--- src/rtl/alu_req_scheduler.sv ---
// alu_req_scheduler: round-robin sharing of one 4-bit ALU among NREQ requesters.
// Ports: clk_i/reset_i (async, active-high); req_valid_i/req_a_i/req_b_i/req_sel_i in, req_ready_o one-hot grant;
// alu_a_o/alu_b_o/alu_sel_o registered ALU inputs, alu_result_i sampled ALU_LAT cycles after the transfer;
// resp_valid_o/resp_id_o/resp_result_o with resp_ready_i; busy_o high outside IDLE.
module alu_req_scheduler #(
  parameter int NREQ = 4,
  parameter int ALU_LAT = 1,
  localparam int IDW = $clog2(NREQ)
) (
  input  logic                clk_i,
  input  logic                reset_i,
  input  logic [NREQ-1:0]     req_valid_i,
  input  logic [4*NREQ-1:0]   req_a_i,
  input  logic [4*NREQ-1:0]   req_b_i,
  input  logic [3*NREQ-1:0]   req_sel_i,
  output logic [NREQ-1:0]     req_ready_o,
  output logic [3:0]          alu_a_o,
  output logic [3:0]          alu_b_o,
  output logic [2:0]          alu_sel_o,
  input  logic [5:0]          alu_result_i,
  output logic                resp_valid_o,
  output logic [IDW-1:0]      resp_id_o,
  output logic [5:0]          resp_result_o,
  input  logic                resp_ready_i,
  output logic                busy_o
);
  typedef enum logic [1:0] {IDLE, WAIT, RESP} state_t;
  state_t state_q, state_d;
  logic [IDW-1:0] rr_q, rr_d, id_q, id_d, resp_id_q, resp_id_d, gnt;
  logic [3:0] cnt_q, cnt_d, alu_a_q, alu_a_d, alu_b_q, alu_b_d, ga, gb;
  logic [2:0] alu_sel_q, alu_sel_d, gs;
  logic [5:0] resp_result_q, resp_result_d;
  logic [IDW:0] sum, wrap;
  logic any, xfer;
  // Scan offsets from highest to lowest so the requester closest to rr_q wins.
  always_comb begin
    gnt = '0;
    any = 1'b0;
    sum = '0;
    wrap = '0;
    for (int k = NREQ - 1; k >= 0; k--) begin
      sum = {1'b0, rr_q} + (IDW+1)'(k);
      wrap = (sum >= (IDW+1)'(NREQ)) ? sum - (IDW+1)'(NREQ) : sum;
      if (req_valid_i[wrap[IDW-1:0]]) begin
        gnt = wrap[IDW-1:0];
        any = 1'b1;
      end
    end
  end
  always_comb begin
    ga = '0;
    gb = '0;
    gs = '0;
    for (int i = 0; i < NREQ; i++) begin
      if (gnt == IDW'(i)) begin
        ga = req_a_i[4*i +: 4];
        gb = req_b_i[4*i +: 4];
        gs = req_sel_i[3*i +: 3];
      end
    end
  end
  // Gated by reset so the grant reads zero while reset is held.
  assign req_ready_o = (state_q == IDLE && any && !reset_i) ? NREQ'(1) << gnt : '0;
  assign xfer = |(req_valid_i & req_ready_o);
  always_comb begin
    state_d = state_q;
    rr_d = rr_q;
    id_d = id_q;
    cnt_d = cnt_q;
    alu_a_d = alu_a_q;
    alu_b_d = alu_b_q;
    alu_sel_d = alu_sel_q;
    resp_id_d = resp_id_q;
    resp_result_d = resp_result_q;
    if (state_q == IDLE && xfer) begin
      alu_a_d = ga;
      alu_b_d = gb;
      alu_sel_d = gs;
      id_d = gnt;
      rr_d = (gnt == IDW'(NREQ - 1)) ? '0 : gnt + 1'b1;
      cnt_d = 4'(ALU_LAT - 1);
      state_d = WAIT;
    end
    if (state_q == WAIT) begin
      cnt_d = (cnt_q != 4'd0) ? cnt_q - 4'd1 : cnt_q;
      resp_result_d = (cnt_q == 4'd0) ? alu_result_i : resp_result_q;
      resp_id_d = (cnt_q == 4'd0) ? id_q : resp_id_q;
      state_d = (cnt_q == 4'd0) ? RESP : WAIT;
    end
    if (state_q == RESP && resp_ready_i) state_d = IDLE;
  end
  always_ff @(posedge clk_i or posedge reset_i) begin
    if (reset_i) begin
      state_q <= IDLE;
      rr_q <= '0;
      id_q <= '0;
      cnt_q <= '0;
      alu_a_q <= '0;
      alu_b_q <= '0;
      alu_sel_q <= '0;
      resp_id_q <= '0;
      resp_result_q <= '0;
    end else begin
      state_q <= state_d;
      rr_q <= rr_d;
      id_q <= id_d;
      cnt_q <= cnt_d;
      alu_a_q <= alu_a_d;
      alu_b_q <= alu_b_d;
      alu_sel_q <= alu_sel_d;
      resp_id_q <= resp_id_d;
      resp_result_q <= resp_result_d;
    end
  end
  assign alu_a_o = alu_a_q;
  assign alu_b_o = alu_b_q;
  assign alu_sel_o = alu_sel_q;
  assign resp_valid_o = state_q == RESP;
  assign resp_id_o = resp_id_q;
  assign resp_result_o = resp_result_q;
  assign busy_o = state_q != IDLE;
endmodule
--- config.mk ---
export PLATFORM = sky130hd
export DESIGN_NAME = alu_req_scheduler
export DESIGN_NICKNAME = d
export VERILOG_FILES = /design/src/rtl/alu_req_scheduler.sv
export SDC_FILE = /design/constraint.sdc
export NUM_CORES = 1
export LEC_CHECK = 0
export BUFFER_PORTS_ARGS = -buffer_cell sky130_fd_sc_hd__buf_4
export CAP_MARGIN = 20
export CELL_PAD_IN_SITES_DETAIL_PLACEMENT = 1
export CELL_PAD_IN_SITES_GLOBAL_PLACEMENT = 1
export CORE_MARGIN = 1
export CORE_UTILIZATION = 34
export CTS_BUF_LIST = sky130_fd_sc_hd__clkbuf_8
export CTS_CLUSTER_DIAMETER = 60
export DETAILED_ROUTE_END_ITERATION = 12
export HOLD_SLACK_MARGIN = 0.06
export PLACE_DENSITY = 0.83
export SYNTH_ARGS = -nofsm -noshare
export SYNTH_HDL_FRONTEND = slang
export SYNTH_SLANG_ARGS = --single-unit
--- constraint.sdc ---
create_clock -name clk_i -period 3.2 [get_ports clk_i]
set_input_delay 0.32 -clock clk_i [delete_from_list [all_inputs] [get_ports clk_i]]
set_output_delay 0.32 -clock clk_i [all_outputs]
set_load 0.03 [all_outputs]
==> results of run 1 <==
==> layout make-up <==
type | instances | area (um2)
clock buffer | 6 | 82.6
clock inverter | 2 | 33.8
fill | 592 | 2260
inverter | 19 | 71.3
multi-input combinational | 128 | 853
sequential | 29 | 726
tap | 67 | 83.8
timing repair buffer | 86 | 678
==> cells by family (layout without fill, tap and decap cells) <==
family,count (synthesis),count (layout),synth area share [%]
buffers and inverters,30,113,7.61
AO/OA/AOI/OAI,72,72,27.1
multiplexers,13,13,8.49
adder cells (fa/ha/maj),5,5,3.66
AND/OR/NAND/NOR,38,38,10.7
flip-flops,29,29,42.5
==> where the power goes <==
part,switching [uW],internal (uW)
combinational,820,581
clock,144,250
sequential,142,551
total,1110,1380
==> layout by cell type (no fill, tap or decap), types with 2 or more instances in the layout <==
cell type   n
nand2_1    11
inv_1      20
dfrtp_1    29
nand2b_1    2
ha_1        5
a221o_1     4
buf_4      84
nor2_1     14
o22ai_1     2
and2_1      4
mux2_2     12
o21ai_0     8
clkbuf_8    6
a21oi_1    36
a22oi_1    13
nor2b_1     2
==> cells in the mapped netlist (2+ instances only) <==
cell / n / area (um2)
buf_2: 2 / 10.0
mux2_2: 12 / 135
a21oi_1: 36 / 180
nor2b_1: 2 / 12.5
dfrtp_1: 29 / 726
nand2b_1: 2 / 12.5
buf_4: 2 / 15.0
nand2_1: 11 / 41.3
a221o_1: 4 / 40.0
o22ai_1: 2 / 12.5
nor2_1: 14 / 52.6
and2_1: 4 / 25.0
ha_1: 5 / 62.6
a22oi_1: 13 / 97.6
o21ai_0: 8 / 40.0
clkbuf_1: 6 / 22.5
inv_1: 19 / 71.3
==> registers in the layout (all words and copies together) (netlist names) <==
name	flops
alu_a_o	4
cnt_q	4
resp_id_o	2
state_q	2
alu_b_o	4
id_q	2
resp_result_o	6
rr_q	2
alu_sel_o	3
==> per-layer routing <==
layer | vias up | global-route usage (%) | share of wire [%]
met3 | 11 | 7.32 | 6.8
met4 | 0 | 5.45 | 1.9
met2 | 69 | 41.2 | 51
met5 | - | 0 | 0
li1 | 833 | - | -
met1 | 840 | 24.2 | 40
==> stage by stage <==
step | hold WS [ns] | setup slack, ns | power (uW)
after global placement | 0.489 | 0.399 | 2040
after detailed placement | 0.413 | 0.228 | 2110
after CTS | 0.118 | 0.223 | 2510
after floorplan | 0.398 | 0.689 | 1600
after global routing | 0.133 | 0.0307 | 2650
final | 0.116 | 0.218 | 2490
==> worst min-delay path by stage <==
stage / startpoint / end / slack (ns) / cells past startpoint
final: reset_i / alu_b_o[2] / 0.12 / 2
after global routing: reset_i / rr_q[0] / 0.13 / 2
after CTS: reset_i / rr_q[0] / 0.12 / 2
after detailed placement: reset_i / rr_q[1] / 0.41 / 2
after global placement: resp_result_o[5] / resp_result_o[5] / 0.49 / 1
after floorplan: reset_i / alu_a_o[0] / 0.40 / 1
==> results_dict.tcl, run 1 <==
set metrics [dict create \
    critPathLaunchType "register" \
    core_area_um2 4790 \
    detail_route.first_pass.iterations 4 \
    crit_buf_inv 0 \
    synth-edff-count 0 \
    die_area_um2 5310 \
    cp.depth 7 \
    cts_tree "done" \
    postSynthAreaPerCell_um2 9.14 \
    reg2reg_slack_ns 0.22 \
    r2r_cells 7 \
    route.detailed.drc 0 \
    dpl_cell_area_um2 2410 \
    grt_overflow_total 0 \
    rr_endpoint "id_q[0]" \
    ios 82 \
    synth_seq_cells 29 \
    rsz0062_at_grt "no" \
    clockBufferDepth 2 \
    synthDistinctLibCells 33 \
    p_leak_uw 0.00123 \
    fin_tns_setup_ns 0 \
    ctsHoldBuffers 0 \
    die_h_um 72.9 \
    synth_cells 187 \
    viasPerCell 5.20 \
    slew_viol_final 0 \
    fmax_mhz 335 \
    clock_latency_ns 0.28 \
    yosysSeqAreaShare_pct 42.5 \
    p_per_area_nw_per_um2 984 \
    worstMarginPinSlew_ns 0.729 \
    cp_top_family "compound AO/OA/AOI/OAI gates" \
    syn_area_um2 1710 \
    cts.sinks 29 \
    root_buffer "clkbuf_8" \
    crit_type "register to register" \
    post-route-util_pct 52.8 \
    cts-resized-gates 0 \
    cts_setup_buffers 0 \
    critPathMaxFanout 9 \
    crit_path_end_kind "register" \
    initial_core_util_pct 35.7 \
    hp-class "primary input to async pin" \
    die_x_um 72.9 \
    grt_pass1_vias 1763 \
    yosysWarningCount 0 \
    dpl.hpwl_um 4270 \
    rows 25 \
    syn2layout_area_growth_pct 48.0 \
    synth_fp_nets 249 \
    max_cap_violations 0 \
    cpMaxStageDelayCell "a2111oi_4" \
    vdd_drop_max_uv 513 \
    antenna_found_initial 0 \
    ant_nets 0 \
    finalCritPeriodShare_pct 93.2 \
    final_area_um2 2530 \
    worstPathCellList "mux2i_1 > nor2_1 > a311oi_1 > ha_1 > a22oi_1 > a2111oi_4 > mux2_2" \
    fin_nets 331 \
    cts_buffers 5 \
    drive_above_1_share_pct 39.6 \
    cp_slowest_stage_delay_ns 0.74 \
    critPathArrivalTime_ns 3.14 \
    cts.clk_slew.worst_paths_ns 0.07 \
    wl_per_cell_um 16.7 \
    grt_max_degree 25 \
    r2r_start "rr_q[1]" \
    hold_viol_final 0 \
    status "finished clean" \
    grt_usage_pct 22.2 \
    h-tree-depth 2 \
    maxSlewHeadroom_pct 51.4 \
    dr_total_vias 1753 \
    grt_pass1_wl_um 8680 \
    placed_cells 329 \
    fin_cells 337 \
    critPathLaunch "rr_q[1]" \
    drt_iter0_markers 34 \
    report.final.setup_viol 0 \
    cp-endpoint "id_q[0]" \
    cp.required_ns 3.36 \
    synthArstFlopShare_pct 100 \
    io_buffers 81 \
    layout_min_cycle_time_ns 2.98 \
    skew_ns 0.00490 \
    synth_top_flop_cell "dfrtp_1" \
    place.gp.congestion 0.808 \
    routed_wl_um 5610 \
    antenna_cells 0 \
]
Power figures use the tool's default switching activity.
==> inputs of run 2 (changes only) <==
Settings changed: CORE_ASPECT_RATIO set to 0.75, CORE_UTILIZATION 34 to 31, PLACE_DENSITY 0.83 to 0.79.
Clock period 3.2 ns to 2.55 ns, I/O delays scaled along.
==> results_dict.tcl, run 2 (synthesized netlist as in run 1, its figures left out) <==
set metrics [dict create \
    grt_usage_pct 19.4 \
    initial_core_util_pct 32.1 \
    critPathArrivalTime_ns 2.63 \
    clock_latency_ns 0.29 \
    final_cell_mix "buf_4 (87), a21oi_1 (34), dfrtp_1 (28), inv_1 (19), nor2_1 (14)" \
    place.gp.congestion 0.808 \
    p_per_area_nw_per_um2 1190 \
    power.total_uw 3150 \
    max_cap_violations 0 \
    cts.sinks 29 \
    core_area_um2 5320 \
    dpl.hpwl_um 3880 \
    rr_endpoint "rr_q[1]" \
    clockBufferDepth 2 \
    io_buffers 81 \
    min_to "state_q[1]" \
    crit_buf_inv 2 \
    cts_tree "done" \
    layout_commonest_cell "buf_4" \
    rows 23 \
    critPathLaunchType "register" \
    hold_start "resp_ready_i" \
    maxSlewHeadroom_pct 41.1 \
    cts_buffers 5 \
    cts.clk_slew.worst_paths_ns 0.06 \
    grt_overflow_total 0 \
    crit_type "register to register" \
    detail_route.first_pass.iterations 4 \
    grt_pass1_vias 1712 \
    dr_total_vias 1702 \
    rsz0062_at_grt "yes" \
    worstPathCellList "mux2i_1 > nor2_1 > a311oi_2 > buf_4 > ha_4 > a22oi_2 > a2111oi_4 > clkbuf_16 > mux2_4" \
    ant_nets 0 \
    finalWorstSetupSlack_ns 0.0973 \
    finalCritPeriodShare_pct 96.2 \
    slew_viol_final 0 \
    crit_path_end_kind "register" \
    cp_top_family "compound AO/OA/AOI/OAI gates" \
    worstMarginPinSlew_ns 0.882 \
    grtUsageMet1_pct 23.7 \
    grt-busiest-layer "met2" \
    ios 82 \
    report.final.setup_viol 0 \
    fin_nets 335 \
    ctsHoldBuffers 0 \
    h-tree-depth 2 \
    p_leak_uw 0.00126 \
    antenna_found_initial 0 \
    cp.required_ns 2.73 \
    grt_max_degree 24 \
    min_path_cells 2 \
    routed_wl_um 5370 \
    fmax_mhz 408 \
    cpMaxStageDelayCell "a2111oi_4" \
    cp_slowest_stage_delay_ns 0.46 \
    drt_iter0_markers 75 \
    root_buffer "clkbuf_8" \
    viasPerCell 4.89 \
    die_area_um2 5820 \
    skew_ns 0.00412 \
    place_ws_ns -0.0194 \
    route.detailed.drc 0 \
    layout_min_cycle_time_ns 2.45 \
    r2r_start "rr_q[1]" \
    hp-class "primary input to register" \
    r2r_cells 9 \
    die_x_um 87.7 \
    wl_per_cell_um 15.4 \
    status "finished clean" \
    reg2reg_slack_ns 0.1 \
    critPathMaxFanout 7 \
    die_h_um 66.3 \
    grt_use_met2_pct 31.5 \
    drive_above_1_share_pct 45.1 \
    hold_viol_final 0 \
    use_met3_pct 5.74 \
    antenna_cells 0 \
    syn2layout_area_growth_pct 54.7 \
    largest_reg_flops 6 \
    grt_pass1_wl_um 8310 \
    vdd_drop_max_uv 530 \
]
## run 2: where the power goes
part	switching [uW]	internal (uW)
clock network	182	210
registers	177	693
logic	1050	836
total	1410	1740
## run 2: final cells by class
cell class / instances / area, um2
Clock buffer: 6 / 82.6
Clock inverter: 1 / 3.75
Fill cell: 638 / 2680
Inverter: 19 / 71.3
Multi-Input combinational cell: 128 / 935
Sequential cell: 29 / 727
Tap cell: 75 / 93.8
Timing Repair Buffer: 90 / 731
## run 2: per-layer routing
metal	vias up	routed length, um
met1	804	2430
li1	831	-
met2	57	2460
met4	0	98
met3	10	378
met5	-	0
## run 2: per-stage QoR
step | instance area, um2 | TNS [ns] | utilization, % | hold slack [ns] | instances
final | 2640 | 0 | 49.7 | 0.136 | 348
after global routing | 2640 | -0.0785 | 49.7 | 0.145 | 348
after CTS | 2560 | 0 | 48.1 | 0.126 | 348
after detailed placement | 2420 | -0.0433 | 45.4 | 0.435 | 339
after global placement | 2420 | 0 | 45.4 | 0.435 | 339
after floorplan | 1710 | 0 | - | 0.333 | 187
## run 2: worst max-delay path by stage
stage / cells after the start / to / slack, ns / start
floorplan: 9 / rr_q[0] / 0.04 / rr_q[1]
global placement: 9 / rr_q[1] / 0.12 / rr_q[1]
detailed placement: 9 / rr_q[1] / -0.02 / rr_q[1]
CTS: 9 / rr_q[1] / 0.01 / rr_q[1]
global route: 9 / rr_q[1] / -0.02 / rr_q[1]
finish: 9 / rr_q[1] / 0.1 / rr_q[1]
## run 2: repair_timing
action | in CTS | in global routing
endpoints found under the setup margin | 3 | 24
gates resized for setup | 1 | 19
cloned | 1 | 0
pin swaps | 2 | 2
setup buffers | 1 | 0
